**config.mk**
```make
export PLATFORM = sky130hd
export DESIGN_NAME = resv_dispatch_ctrl_flat
export DESIGN_NICKNAME = d
export VERILOG_FILES = /design/src/rtl/resv_dispatch_ctrl_if.sv /design/src/rtl/resv_dispatch_ctrl.sv /design/src/flat_wrapper.sv
export SDC_FILE = /design/constraint.sdc
export NUM_CORES = 1
export LEC_CHECK = 0
export CORE_ASPECT_RATIO = 0.9
export CORE_MARGIN = 3
export CORE_UTILIZATION = 54
export DETAILED_ROUTE_END_ITERATION = 16
export PLACE_DENSITY_LB_ADDON = 0.15
export SYNTH_ARGS = -nofsm -noshare
export SYNTH_HDL_FRONTEND = slang
export SYNTH_SLANG_ARGS = --single-unit
```
**constraint.sdc**
```tcl
create_clock -name clk -period 2.8 [get_ports clk]
set_clock_uncertainty 0.15 [all_clocks]
set_input_delay 0.28 -clock clk [delete_from_list [all_inputs] [get_ports clk]]
set_output_delay 0.28 -clock clk [all_outputs]
set_load 0.01 [all_outputs]
```
**src/rtl/resv_dispatch_ctrl_if.sv**
```systemverilog
// Decode/station-side signal bundle for resv_dispatch_ctrl.
// The per-pipe dispatch counters exist only when RESV_DISP_PERF_EN is defined.
interface resv_dispatch_ctrl_if #(
  parameter int W_CNT = 8
);
  logic DFI_PV_instr;
  logic DFI_PD_pip;
  logic CFO_PC_ready;
  logic CFI_PC_full0;
  logic CFI_PC_full1;
  logic CFI_PC_flush;
  logic CFO_PC_ena0;
  logic CFO_PC_ena1;
  logic CFO_PC_stall0;
  logic CFO_PC_stall1;
  logic CFO_PC_clear;
  logic CFO_PC_busy;
  logic CFO_PC_hang;
`ifdef RESV_DISP_PERF_EN
  logic [W_CNT-1:0] CDO_PD_cnt0;
  logic [W_CNT-1:0] CDO_PD_cnt1;

  modport master (
    output DFI_PV_instr, DFI_PD_pip, CFI_PC_full0, CFI_PC_full1, CFI_PC_flush,
    input  CFO_PC_ready, CFO_PC_ena0, CFO_PC_ena1, CFO_PC_stall0, CFO_PC_stall1,
    input  CFO_PC_clear, CFO_PC_busy, CFO_PC_hang, CDO_PD_cnt0, CDO_PD_cnt1
  );
  modport slave (
    input  DFI_PV_instr, DFI_PD_pip, CFI_PC_full0, CFI_PC_full1, CFI_PC_flush,
    output CFO_PC_ready, CFO_PC_ena0, CFO_PC_ena1, CFO_PC_stall0, CFO_PC_stall1,
    output CFO_PC_clear, CFO_PC_busy, CFO_PC_hang, CDO_PD_cnt0, CDO_PD_cnt1
  );
`else
  modport master (
    output DFI_PV_instr, DFI_PD_pip, CFI_PC_full0, CFI_PC_full1, CFI_PC_flush,
    input  CFO_PC_ready, CFO_PC_ena0, CFO_PC_ena1, CFO_PC_stall0, CFO_PC_stall1,
    input  CFO_PC_clear, CFO_PC_busy, CFO_PC_hang
  );
  modport slave (
    input  DFI_PV_instr, DFI_PD_pip, CFI_PC_full0, CFI_PC_full1, CFI_PC_flush,
    output CFO_PC_ready, CFO_PC_ena0, CFO_PC_ena1, CFO_PC_stall0, CFO_PC_stall1,
    output CFO_PC_clear, CFO_PC_busy, CFO_PC_hang
  );
`endif
endinterface

```
**src/rtl/resv_dispatch_ctrl.sv**
```systemverilog
// Dispatch controller: steers decoded instructions to two reservation stations,
// sequences the flush clear, and flags blocked pipes. RESV_DISP_PERF_EN adds per-pipe dispatch counters.
module resv_dispatch_ctrl #(
  parameter int CLR_CYC   = 2,
  parameter int W_CLR     = 4,
  parameter int STALL_LIM = 15,
  parameter int W_STL     = 4,
  parameter int W_CNT     = 8
) (
  input logic                 clk,
  input logic                 CFI_PC_rst_n,
  resv_dispatch_ctrl_if.slave bus
);

  typedef enum logic [1:0] {
    ST_RUN     = 2'd0,
    ST_FLUSH   = 2'd1,
    ST_RECOVER = 2'd2
  } state_e;

  localparam logic [W_CLR-1:0] CLR_LAST = W_CLR'(CLR_CYC - 1);
  localparam logic [W_STL-1:0] STL_MAX  = W_STL'(STALL_LIM);

  state_e           state_q, state_d;
  logic [W_CLR-1:0] clr_cnt_q, clr_cnt_d;
  logic [W_STL-1:0] stl0_q, stl0_d, stl1_q, stl1_d;
  logic             hang_q, hang_d;

  logic go, full_sel, ready, blk0, blk1, in_run;

  // Flush wins over dispatch in the same cycle by gating go.
  assign in_run   = (state_q == ST_RUN);
  assign go       = in_run & ~bus.CFI_PC_flush;
  assign full_sel = bus.DFI_PD_pip ? bus.CFI_PC_full1 : bus.CFI_PC_full0;
  assign ready    = go & bus.DFI_PV_instr & ~full_sel;
  assign blk0     = bus.DFI_PV_instr & ~bus.DFI_PD_pip & bus.CFI_PC_full0;
  assign blk1     = bus.DFI_PV_instr &  bus.DFI_PD_pip & bus.CFI_PC_full1;

  assign bus.CFO_PC_ready  = ready;
  assign bus.CFO_PC_ena0   = ready & ~bus.DFI_PD_pip;
  assign bus.CFO_PC_ena1   = ready &  bus.DFI_PD_pip;
  assign bus.CFO_PC_stall0 = ~go | blk0;
  assign bus.CFO_PC_stall1 = ~go | blk1;
  assign bus.CFO_PC_clear  = (state_q == ST_FLUSH);
  assign bus.CFO_PC_busy   = ~in_run;
  assign bus.CFO_PC_hang   = hang_q;

  always_comb begin
    // NOTE: every next-state value gets a default first so no path holds a value and infers a latch.
    state_d   = state_q;
    clr_cnt_d = clr_cnt_q;
    case (state_q)
      ST_RUN, ST_RECOVER: begin
        if (bus.CFI_PC_flush) begin
          state_d   = ST_FLUSH;
          clr_cnt_d = '0;
        end else begin
          state_d = ST_RUN;
        end
      end
      ST_FLUSH: begin
        if (bus.CFI_PC_flush) begin
          clr_cnt_d = '0;
        end else if (clr_cnt_q < CLR_LAST) begin
          clr_cnt_d = clr_cnt_q + W_CLR'(1);
        end else begin
          state_d = ST_RECOVER;
        end
      end
      default: state_d = ST_RUN;
    endcase
  end

  // Blocked counters only run while dispatch could otherwise proceed.
  always_comb begin
    stl0_d = '0;
    stl1_d = '0;
    if (in_run && blk0) stl0_d = (stl0_q == STL_MAX) ? stl0_q : stl0_q + W_STL'(1);
    if (in_run && blk1) stl1_d = (stl1_q == STL_MAX) ? stl1_q : stl1_q + W_STL'(1);
    hang_d = hang_q | (stl0_d == STL_MAX) | (stl1_d == STL_MAX);
  end

  always_ff @(posedge clk or negedge CFI_PC_rst_n) begin
    if (!CFI_PC_rst_n) begin
      state_q   <= ST_RUN;
      clr_cnt_q <= '0;
      stl0_q    <= '0;
      stl1_q    <= '0;
      hang_q    <= 1'b0;
    end else begin
      // NOTE: non-blocking assignments so every register samples pre-edge values.
      state_q   <= state_d;
      clr_cnt_q <= clr_cnt_d;
      stl0_q    <= stl0_d;
      stl1_q    <= stl1_d;
      hang_q    <= hang_d;
    end
  end

`ifdef RESV_DISP_PERF_EN
  logic [W_CNT-1:0] cnt0_q, cnt1_q;

  always_ff @(posedge clk or negedge CFI_PC_rst_n) begin
    if (!CFI_PC_rst_n) begin
      cnt0_q <= '0;
      cnt1_q <= '0;
    end else begin
      if (bus.CFO_PC_ena0) cnt0_q <= cnt0_q + W_CNT'(1);
      if (bus.CFO_PC_ena1) cnt1_q <= cnt1_q + W_CNT'(1);
    end
  end

  assign bus.CDO_PD_cnt0 = cnt0_q;
  assign bus.CDO_PD_cnt1 = cnt1_q;
`endif

endmodule
```
**src/flat_wrapper.sv**
```systemverilog
// flat-port wrapper written by rule: the top's interface ports become plain ports
module resv_dispatch_ctrl_flat 
#(
  parameter int CLR_CYC   = 2,
  parameter int W_CLR     = 4,
  parameter int STALL_LIM = 15,
  parameter int W_STL     = 4,
  parameter int W_CNT     = 8
)
  (clk, CFI_PC_rst_n, bus_DFI_PV_instr, bus_DFI_PD_pip, bus_CFI_PC_full0, bus_CFI_PC_full1, bus_CFI_PC_flush, bus_CFO_PC_ready, bus_CFO_PC_ena0, bus_CFO_PC_ena1, bus_CFO_PC_stall0, bus_CFO_PC_stall1, bus_CFO_PC_clear, bus_CFO_PC_busy, bus_CFO_PC_hang);
  resv_dispatch_ctrl_if #(.W_CNT(W_CNT)) bus_i ();
  input logic clk;
  input logic CFI_PC_rst_n;
  input wire logic [$bits(bus_i.DFI_PV_instr)-1:0] bus_DFI_PV_instr;
  input wire logic [$bits(bus_i.DFI_PD_pip)-1:0] bus_DFI_PD_pip;
  input wire logic [$bits(bus_i.CFI_PC_full0)-1:0] bus_CFI_PC_full0;
  input wire logic [$bits(bus_i.CFI_PC_full1)-1:0] bus_CFI_PC_full1;
  input wire logic [$bits(bus_i.CFI_PC_flush)-1:0] bus_CFI_PC_flush;
  output wire logic [$bits(bus_i.CFO_PC_ready)-1:0] bus_CFO_PC_ready;
  output wire logic [$bits(bus_i.CFO_PC_ena0)-1:0] bus_CFO_PC_ena0;
  output wire logic [$bits(bus_i.CFO_PC_ena1)-1:0] bus_CFO_PC_ena1;
  output wire logic [$bits(bus_i.CFO_PC_stall0)-1:0] bus_CFO_PC_stall0;
  output wire logic [$bits(bus_i.CFO_PC_stall1)-1:0] bus_CFO_PC_stall1;
  output wire logic [$bits(bus_i.CFO_PC_clear)-1:0] bus_CFO_PC_clear;
  output wire logic [$bits(bus_i.CFO_PC_busy)-1:0] bus_CFO_PC_busy;
  output wire logic [$bits(bus_i.CFO_PC_hang)-1:0] bus_CFO_PC_hang;
  assign bus_i.DFI_PV_instr = bus_DFI_PV_instr;
  assign bus_i.DFI_PD_pip = bus_DFI_PD_pip;
  assign bus_i.CFI_PC_full0 = bus_CFI_PC_full0;
  assign bus_i.CFI_PC_full1 = bus_CFI_PC_full1;
  assign bus_i.CFI_PC_flush = bus_CFI_PC_flush;
  assign bus_CFO_PC_ready = bus_i.CFO_PC_ready;
  assign bus_CFO_PC_ena0 = bus_i.CFO_PC_ena0;
  assign bus_CFO_PC_ena1 = bus_i.CFO_PC_ena1;
  assign bus_CFO_PC_stall0 = bus_i.CFO_PC_stall0;
  assign bus_CFO_PC_stall1 = bus_i.CFO_PC_stall1;
  assign bus_CFO_PC_clear = bus_i.CFO_PC_clear;
  assign bus_CFO_PC_busy = bus_i.CFO_PC_busy;
  assign bus_CFO_PC_hang = bus_i.CFO_PC_hang;
  resv_dispatch_ctrl #(.CLR_CYC(CLR_CYC), .W_CLR(W_CLR), .STALL_LIM(STALL_LIM), .W_STL(W_STL), .W_CNT(W_CNT)) u_core (.clk(clk), .CFI_PC_rst_n(CFI_PC_rst_n), .bus(bus_i));
endmodule
```
## Yosys cells after proc, flatten, opt, wreduce, memory -nomap -nowiden

Cells that the tools add are included.

- Order comparisons: 1
- Reduce and logical (&&, ||, !) cells: 7
- Add/subtract/negate cells: 3
- Bitwise gates (word level): 18
- Equal/unequal tests: 10
- Mux-type cells: 13

Operator list:

| kind | number |
|---|---|
| $mux 4 | 7 |
| $eq 4x4->1 const B | 4 |
| $add 4x1->4 const B | 3 |
| $and 1x1->1 | 9 |
| $pmux 4 s2 | 1 |
| $ne 2x2->1 const B | 3 |
| $not 1->1 | 5 |
| $lt 4x1->1 const B | 1 |
| $mux 2 | 2 |
| $or 1x1->1 | 4 |
| $pmux 2 s2 | 1 |
| $ne 3x2->1 const B | 1 |
| $reduce_and 3->1 | 1 |
| $eq 2x1->1 const B | 1 |
| $eq 2x2->1 const B | 1 |
| $logic_and 1x1->1 | 2 |
| $logic_not 2->1 | 1 |
| $mux 1 | 2 |
| $reduce_and 2->1 | 1 |
| $reduce_bool 2->1 | 1 |
| $reduce_or 2->1 | 1 |

- Logic and storage cells: 57
- Output and inout bits: 8
- Input bits: 7
- Register bits after elaboration: 15

## Longest topological paths before layout

Gate-level depths: netlist (run 1).

- Depth after elaboration: 8
- Gate-level depth with buffers: 6
- Mapped depth without buffers: 6

## Least setup slack after synthesis (run 1)

No wires, ideal clock.

- Kind: reg2reg
- From: register u_core.stl1_q[0]
- To: register u_core.hang_q (netlist: u_core.bus.CFO_PC_hang)
- Cell stages (with the launch flop): 6
- Required time: 2524 ps
- Period minus slack after synthesis: 1686 ps
- Arrival time: 1410 ps
- Setup slack: 1114 ps
- Path through: dfrtp_1 > ha_1 > nand3_2 > mux2i_4 > nor4_2 > a311o_1

- Word-level cells in the longest chain between the ends: 5
- Elaborated cells on any way between the ends: 6
- Classes of those cells: 1 x add/sub; 2 x eq/ne; 2 x mux; 1 x bitwise

Ends and longest elaborated chain:

| element | line | RTL |
|---|---|---|
| start: declaration | resv_dispatch_ctrl.sv:26 | `logic [W_STL-1:0] stl0_q, stl0_d, stl1_q, stl1_d;` |
| start signal: assignment | resv_dispatch_ctrl.sv:95 | `stl1_q <= stl1_d;` |
| $add 4x1->4 / $eq 4x4->1 (equally long branches) | resv_dispatch_ctrl.sv:79 | `if (in_run && blk1) stl1_d = (stl1_q == STL_MAX) ? stl1_q : stl1_q + W_STL'(1);` |
| $mux 4 * (2 in series) | resv_dispatch_ctrl.sv:79 |  |
| $eq 4x4->1 * | resv_dispatch_ctrl.sv:80 | `hang_d = hang_q \| (stl0_d == STL_MAX) \| (stl1_d == STL_MAX);` |
| $or 1x1->1 * | resv_dispatch_ctrl.sv:80 |  |
| via u_core.hang_d | resv_dispatch_ctrl.sv:27 | `logic hang_q, hang_d;` |
| end signal: assignment | resv_dispatch_ctrl.sv:96 | `hang_q <= hang_d;` |
| end: declaration | resv_dispatch_ctrl.sv:27 |  |

The timed path passes the listed nets; every way through them passes the cells marked *.
A chain may end at the register's enable or synchronous reset.

## Worst setup path after layout (run 1)

- From: register u_core.state_q[1]
- To: output bus_CFO_PC_ena1

- Word-level cells in the longest chain between the ends: 5

Ends and longest elaborated chain:

| element | line | RTL |
|---|---|---|
| start: declaration | resv_dispatch_ctrl.sv:24 | `state_e state_q, state_d;` |
| start signal: assignment | resv_dispatch_ctrl.sv:92 | `state_q <= state_d;` |
| $logic_not 2->1 | resv_dispatch_ctrl.sv:32 | `assign in_run = (state_q == ST_RUN);` |
| $and 1x1->1 | resv_dispatch_ctrl.sv:33 | `assign go = in_run & ~bus.CFI_PC_flush;` |
| $and 1x1->1 (2 in series) | resv_dispatch_ctrl.sv:35 | `assign ready = go & bus.DFI_PV_instr & ~full_sel;` |
| $and 1x1->1 | resv_dispatch_ctrl.sv:41 | `assign bus.CFO_PC_ena1 = ready & bus.DFI_PD_pip;` |
| end: declaration | flat_wrapper.sv:21 | `output wire logic [$bits(bus_i.CFO_PC_ena1)-1:0] bus_CFO_PC_ena1;` |

No other way between the ends.

==> flow_summary.yaml, run 1 <==
power_and_ir_drop:
  power_uw: 607
  leakage_nw: 0.426
  power_frac_comb_pct: 33.0
  p_int_uw: 403
  swShare_pct: 33.6
  switching_power_uw: 204
  max-vdd-ir-drop_mv: 0.496
  power_density_mw_per_mm2: 582
  clock_power_share_pct: 19.9
  p_seq_share_pct: 47.1
global_route:
  grt_max_degree: 16
  track_usage_pct: 18.4
  grt_pass1_vias: 677
  grt_pass1_wl_mm: 2.75
  grt_overflow: 0
  grt_antenna_before_repair: 0
yosys:
  seq_area_frac_synth_pct: 43.4
  synth_adder_area_share_pct: 5.78
  postSynthCellCount: 89
  synth_xor_area_share_pct: 3.03
  synth_nets: 100
  ys_seq_elements: 15
  synth-compound-area-share_pct: 13.3
  avgSynthCellArea_um2: 9.73
  synthMuxAreaShare_pct: 3.76
  yosys_warnings: 0
  yosys.area_share.simple_pct: 26.7
  synth_edf_count: 0
  post_synth_main_area_contributors: "dfrtp_1 43%, ha_1 5.8%, nand3_1 4.6%, nor2_1 4.3%, nand2_1 3.5%"
  synthArstFlopShare_pct: 100
  yosysUniqueCellTypes: 30
  synth_area_um2: 866
  ys.flop_type: "dfrtp_1"
  yosysTopAreaCell: "dfrtp_1"
  synth_top_area_share_pct: 43.4
  synth_top_family_by_area: "simple AND/OR/NAND/NOR gates"
worst_setup_path:
  critical_path.max_fanout: 10
  critPathKind: "flip-flop to output pin"
  r2r_cells: 5
  startpoint: "u_core.state_q[1]$_DFFE_PN0P_"
  worst_r2r_endpoint: "u_core.bus.CFO_PC_hang$_DFF_PN0_"
  crit_arrival_ns: 2.02
  endpoint: "bus_CFO_PC_ena1"
  endpoint_kind: "output pin"
  critPathRequiredTime_ns: 2.37
  start_kind: "flip-flop"
  r2r_slack_ns: 1.01
  r2r-start: "u_core.stl1_q[0]$_DFF_PN0_"
cts:
  post_cts_resized: 0
  path_clk_slew_ns: 0.09
  hold_buffers: 0
  worstSkewPairLatency_ns: 0.28
  clock-sinks: 15
  clock_tree.buffer_depth: 2
  cts_buffers: 3
  tritoncts: "done"
  cts_root_buf: "clkbuf_4"
  htree_levels: 1
  postCtsSetupRepairBufs: 0
placement:
  dp_hpwl_mm: 1.18
  pre_cts_slack_ns: 0.454
  io_buffers: 14
  placed_cell_area_mm2: 0.00102
  gp_congestion: 0.754
floorplanning:
  die_y_um: 44.0
  dieArea_mm2: 0.00212
  chipWidth_um: 48.2
  ios: 15
  row_count: 13
  design.core.area_mm2: 0.00148
  start_util_pct: 58.5
routing:
  drt_first_pass_iters: 4
  vias: 697
  finalWirelength_mm: 1.58
  drcViolationCount: 0
  drt-wirelength-per-cell_um: 12.5
  drt_iter0_markers: 30
  via_per_inst: 5.49
  ant_nets: 0
sta:
  max_freq_mhz: 408
  fin_tns_setup_ns: 0
  finalHoldViolCount: 0
  maxSlewHeadroom_pct: 53.9
  finalWorstSetupSlack_ns: 0.349
  finalCriticalPeriod_ns: 2.45
  rsz0062_at_grt: "false"
  worstMarginPinSlew_ns: 0.690
  period_share_pct: 87.5
  setup_viol: 0
  slew_viol_final: 0
final_layout:
  drive_above_1_share_pct: 9.52
  regArea_um2: 375
  antenna_cells: 0
  area_growth_pct: 20.5
  final_nets: 117
  final_common_cell: "dfrtp_1"
  fillers: 109
  multi_input_area_um2: 455
  post-route-cell-area_mm2: 0.00104
  final_cell_mix: "15 x dfrtp_1, 14 x clkdlybuf4s50_1, 10 x nor2_1"
run:
  cap_violations: 0
run_status:
  status: "completed"
hold_path:
  hold_class: "input port to asynchronous set/reset pin"
[cell usage after synthesis (2+ instances only)]
master	instances
dfrtp_1	15
a22o_1	2
nor3_1	5
a32o_1	2
a211oi_1	2
nor2_1	10
inv_1	5
nor3b_1	3
xnor2_1	3
nand2_1	8
ha_1	4
o21ai_0	3
nand3_1	8
a21oi_1	3
[metal layers]
metal / vias to the layer above / routed length (µm) / global-route usage [%]
li1: 348 / - / -
met2: 22 / 693 / 26.0
met3: 0 / 166 / 12.4
met1: 327 / 723 / 24.2
met4: 0 / 0 / 2.15
met5: - / 0 / 0
[sequential cells by signal, indices dropped and copies added, names as in the netlist]
signal,flops
u_core.bus.CFO_PC_hang,1
u_core.clr_cnt_q,4
u_core.state_q,2
u_core.stl0_q,4
u_core.stl1_q,4
[worst max-delay path, stage by stage (launching register included)]
cell and delay (ns):
dfrtp_1 0.50, nor3_1 0.31, nand2_1 0.15, nor3b_1 0.21
clkdlybuf4s50_1 0.57
[power by group through the flow]
stage	Clock (mW)	Sequential (mW)	Combinational, mW
after floorplan	0	0.261	0.150
after global routing	0.137	0.292	0.228
final	0.121	0.286	0.200
after CTS	0.126	0.285	0.203
after global placement	0	0.287	0.197
after detailed placement	0	0.288	0.202
[cell type report]
class	instances	share of cell area, %
clock buffers	4	2.52
inverters	5	1.80
multi-input cells	67	43.6
flip-flops and latches	15	36.0
well taps	22	2.64
repair buffers	14	13.4
[cells by family after synthesis]
family / Yosys count
and+or+nand+nor: 42
AOI/OAI and AO/OA: 16
DFF: 15
buffers and inverters: 7
adders and majority gates: 4
xor gates and xnor gates: 3
muxes: 2
[per-stage QoR]
step           util [%]  hold slack (ns)  cells
2_1_floorplan         -           -0.166     89
4_1_cts            70.5            0.275    127
6_report           70.5            0.258    127
5_1_grt            70.5            0.284    127
3_5_place_dp       68.7            0.338    123
3_3_place_gp       68.7            0.318    123
[worst min path at each step]
stage | start | endpoint | slack [ns] | cells after the start
2_1_floorplan | CFI_PC_rst_n | u_core.bus.CFO_PC_hang$_DFF_PN0_ | -0.17 | 0
3_3_place_gp | u_core.bus.CFO_PC_hang$_DFF_PN0_ | u_core.bus.CFO_PC_hang$_DFF_PN0_ | 0.32 | 1
3_5_place_dp | u_core.bus.CFO_PC_hang$_DFF_PN0_ | u_core.bus.CFO_PC_hang$_DFF_PN0_ | 0.34 | 1
4_1_cts | CFI_PC_rst_n | u_core.clr_cnt_q[2]$_DFFE_PN0P_ | 0.28 | 1
5_1_grt | CFI_PC_rst_n | u_core.clr_cnt_q[2]$_DFFE_PN0P_ | 0.28 | 1
6_report | CFI_PC_rst_n | u_core.clr_cnt_q[3]$_DFFE_PN0P_ | 0.26 | 1
No activity file was read; power rests on OpenSTA's default activity.
==> inputs of run 2 (changes only) <==
--- a/config.mk
+++ b/config.mk
@@ -5,11 +5,11 @@
 export SDC_FILE = /design/constraint.sdc
 export NUM_CORES = 1
 export LEC_CHECK = 0
-export CORE_ASPECT_RATIO = 0.9
 export CORE_MARGIN = 3
 export CORE_UTILIZATION = 54
 export DETAILED_ROUTE_END_ITERATION = 16
 export PLACE_DENSITY_LB_ADDON = 0.15
+export SLEW_MARGIN = 20
 export SYNTH_ARGS = -nofsm -noshare
 export SYNTH_HDL_FRONTEND = slang
 export SYNTH_SLANG_ARGS = --single-unit
==> run 2 against run 1 <==
Critical path depth unchanged. Cell count decreased by 5.5%. Via count increased by 2.2%. Clock power about the same. Setup slack improved by 0.052 ns. Sequential share of layout area increased by 0.30 points. Critical endpoint is now bus_CFO_PC_ready. Register-to-register slack about the same. Sequential cell count unchanged. Total power decreased by 0.32%. Sequential power about the same. Fmax increased by 2.2%. Utilization increased by 3.5 points. Largest power group unchanged.
==> flow_summary.yaml, run 2 (same netlist as run 1, synthesis figures left out) <==
global_route:
  grt_pass1_wl_mm: 2.87
  grt_antenna_before_repair: 0
  grt_max_degree: 16
  grt_overflow: 0
  track_usage_pct: 18.7
  grt_pass1_vias: 691
floorplanning:
  dieArea_mm2: 0.00212
  die_y_um: 46.0
  row_count: 13
  ios: 15
  design.core.area_mm2: 0.00140
  start_util_pct: 61.9
  chipWidth_um: 46.0
cts:
  cts_buffers: 3
  worstSkewPairLatency_ns: 0.27
  tritoncts: "done"
  path_clk_slew_ns: 0.09
  postCtsSetupRepairBufs: 0
  htree_levels: 1
  cts_root_buf: "clkbuf_4"
  hold_buffers: 0
  clock-sinks: 15
  post_cts_resized: 0
  clock_tree.buffer_depth: 2
sta:
  max_freq_mhz: 417
  period_share_pct: 85.7
  setup_viol: 0
  worstMarginPinSlew_ns: 0.651
  finalCriticalPeriod_ns: 2.40
  maxSlewHeadroom_pct: 56.5
  finalHoldViolCount: 0
  hold_ws_ns: 0.251
  slew_viol_final: 0
  fin_tns_setup_ns: 0
  rsz0062_at_grt: "false"
routing:
  ant_nets: 0
  drt_iter0_markers: 12
  vias: 712
  finalWirelength_mm: 1.60
  drt-wirelength-per-cell_um: 13.3
  via_per_inst: 5.93
  drt_first_pass_iters: 4
  drcViolationCount: 0
final_layout:
  antenna_cells: 0
  post-route-cell-area_mm2: 0.00103
  area_growth_pct: 19.5
  final_cell_mix: "15 x dfrtp_1, 14 x clkdlybuf4s50_1, 10 x nor2_1"
  final_common_cell: "dfrtp_1"
  fillers: 117
  final_nets: 117
  largestRegisters: "u_core.clr_cnt_q: 4 flops, u_core.stl0_q: 4 flops, u_core.stl1_q: 4 flops"
  drive_above_1_share_pct: 9.52
worst_setup_path:
  crit_arrival_ns: 1.97
  critPathKind: "flip-flop to output pin"
  endpoint_kind: "output pin"
  critical_path.max_fanout: 11
  critPathRequiredTime_ns: 2.37
  start_kind: "flip-flop"
  r2r_cells: 5
power_and_ir_drop:
  max-vdd-ir-drop_mv: 0.371
  swShare_pct: 33.4
  p_seq_share_pct: 47.2
  switching_power_uw: 202
  power_frac_comb_pct: 33.1
  clock_power_share_pct: 19.7
  power_density_mw_per_mm2: 585
  power_uw: 605
  p_int_uw: 403
  leakage_nw: 0.426
run_status:
  status: "completed"
placement:
  placed_cell_area_mm2: 0.00101
  dp_hpwl_mm: 1.20
  io_buffers: 14
  gp_congestion: 0.731
hold_path:
  hold_class: "input port to asynchronous set/reset pin"
run:
  cap_violations: 0
==> run 2: cell counts in the layout (fill, tap and decap cells not counted) <==
No cell type changed its count.
==> run 2: path summary, 6_finish.rpt <==
check	start	slack (ns)	to
max	u_core.state_q[0]$_DFFE_PN0P_	0.40	bus_CFO_PC_ready
min	CFI_PC_rst_n	0.25	u_core.stl1_q[2]$_DFF_PN0_
max reg2reg	u_core.stl1_q[0]$_DFF_PN0_	1.01	u_core.bus.CFO_PC_hang$_DFF_PN0_
min reg2reg	u_core.bus.CFO_PC_hang$_DFF_PN0_	0.33	u_core.bus.CFO_PC_hang$_DFF_PN0_
max in group asynchronous	CFI_PC_rst_n	1.83	u_core.stl1_q[3]$_DFF_PN0_
min in group clk	u_core.bus.CFO_PC_hang$_DFF_PN0_	0.33	u_core.bus.CFO_PC_hang$_DFF_PN0_
==> run 2: through the flow <==
stage          utilization (%)  std cells  worst slack [ns]
4_1_cts                   74.0        120             0.398
6_report                  74.0        120             0.401
3_5_place_dp              72.1        116             0.475
3_3_place_gp              72.1        116             0.521
5_1_grt                   74.0        120             0.258
2_1_floorplan                -         89              1.11
==> run 2: layer usage <==
metal / track usage, % / share of wire (%) / vias up
met5: 0 / 0 / -
met4: 6.82 / 0.75 / 0
met3: 5.14 / 6.3 / 2
met2: 29.7 / 46 / 20
met1: 24.2 / 47 / 341
li1: - / - / 349
==> run 2: cell type report <==
type                       count  area [µm²]  area share [%]
multi-input combinational     67         455            44.0
sequential                    15         375            36.3
timing repair buffer          14         140            13.5
clock buffer                   4        26.3            2.54
inverter                       5        18.8            1.81
tap                           15        18.8            1.81
==> run 2: power by group through the flow <==
| stage | registers, mW | clock network (mW) | logic (mW) |
|---|---|---|---|
| after global placement | 0.287 | 0 | 0.197 |
| after CTS | 0.284 | 0.123 | 0.202 |
| final | 0.285 | 0.119 | 0.200 |
| after floorplan | 0.261 | 0 | 0.150 |
| after global routing | 0.290 | 0.133 | 0.228 |
| after detailed placement | 0.289 | 0 | 0.201 |
==> run 2: critical path, stage by stage, from the launching register on <==
cell and delay (ns):
dfrtp_1 0.50, nor3_1 0.27, nand2_1 0.14, a211oi_1 0.21
clkdlybuf4s50_1 0.58
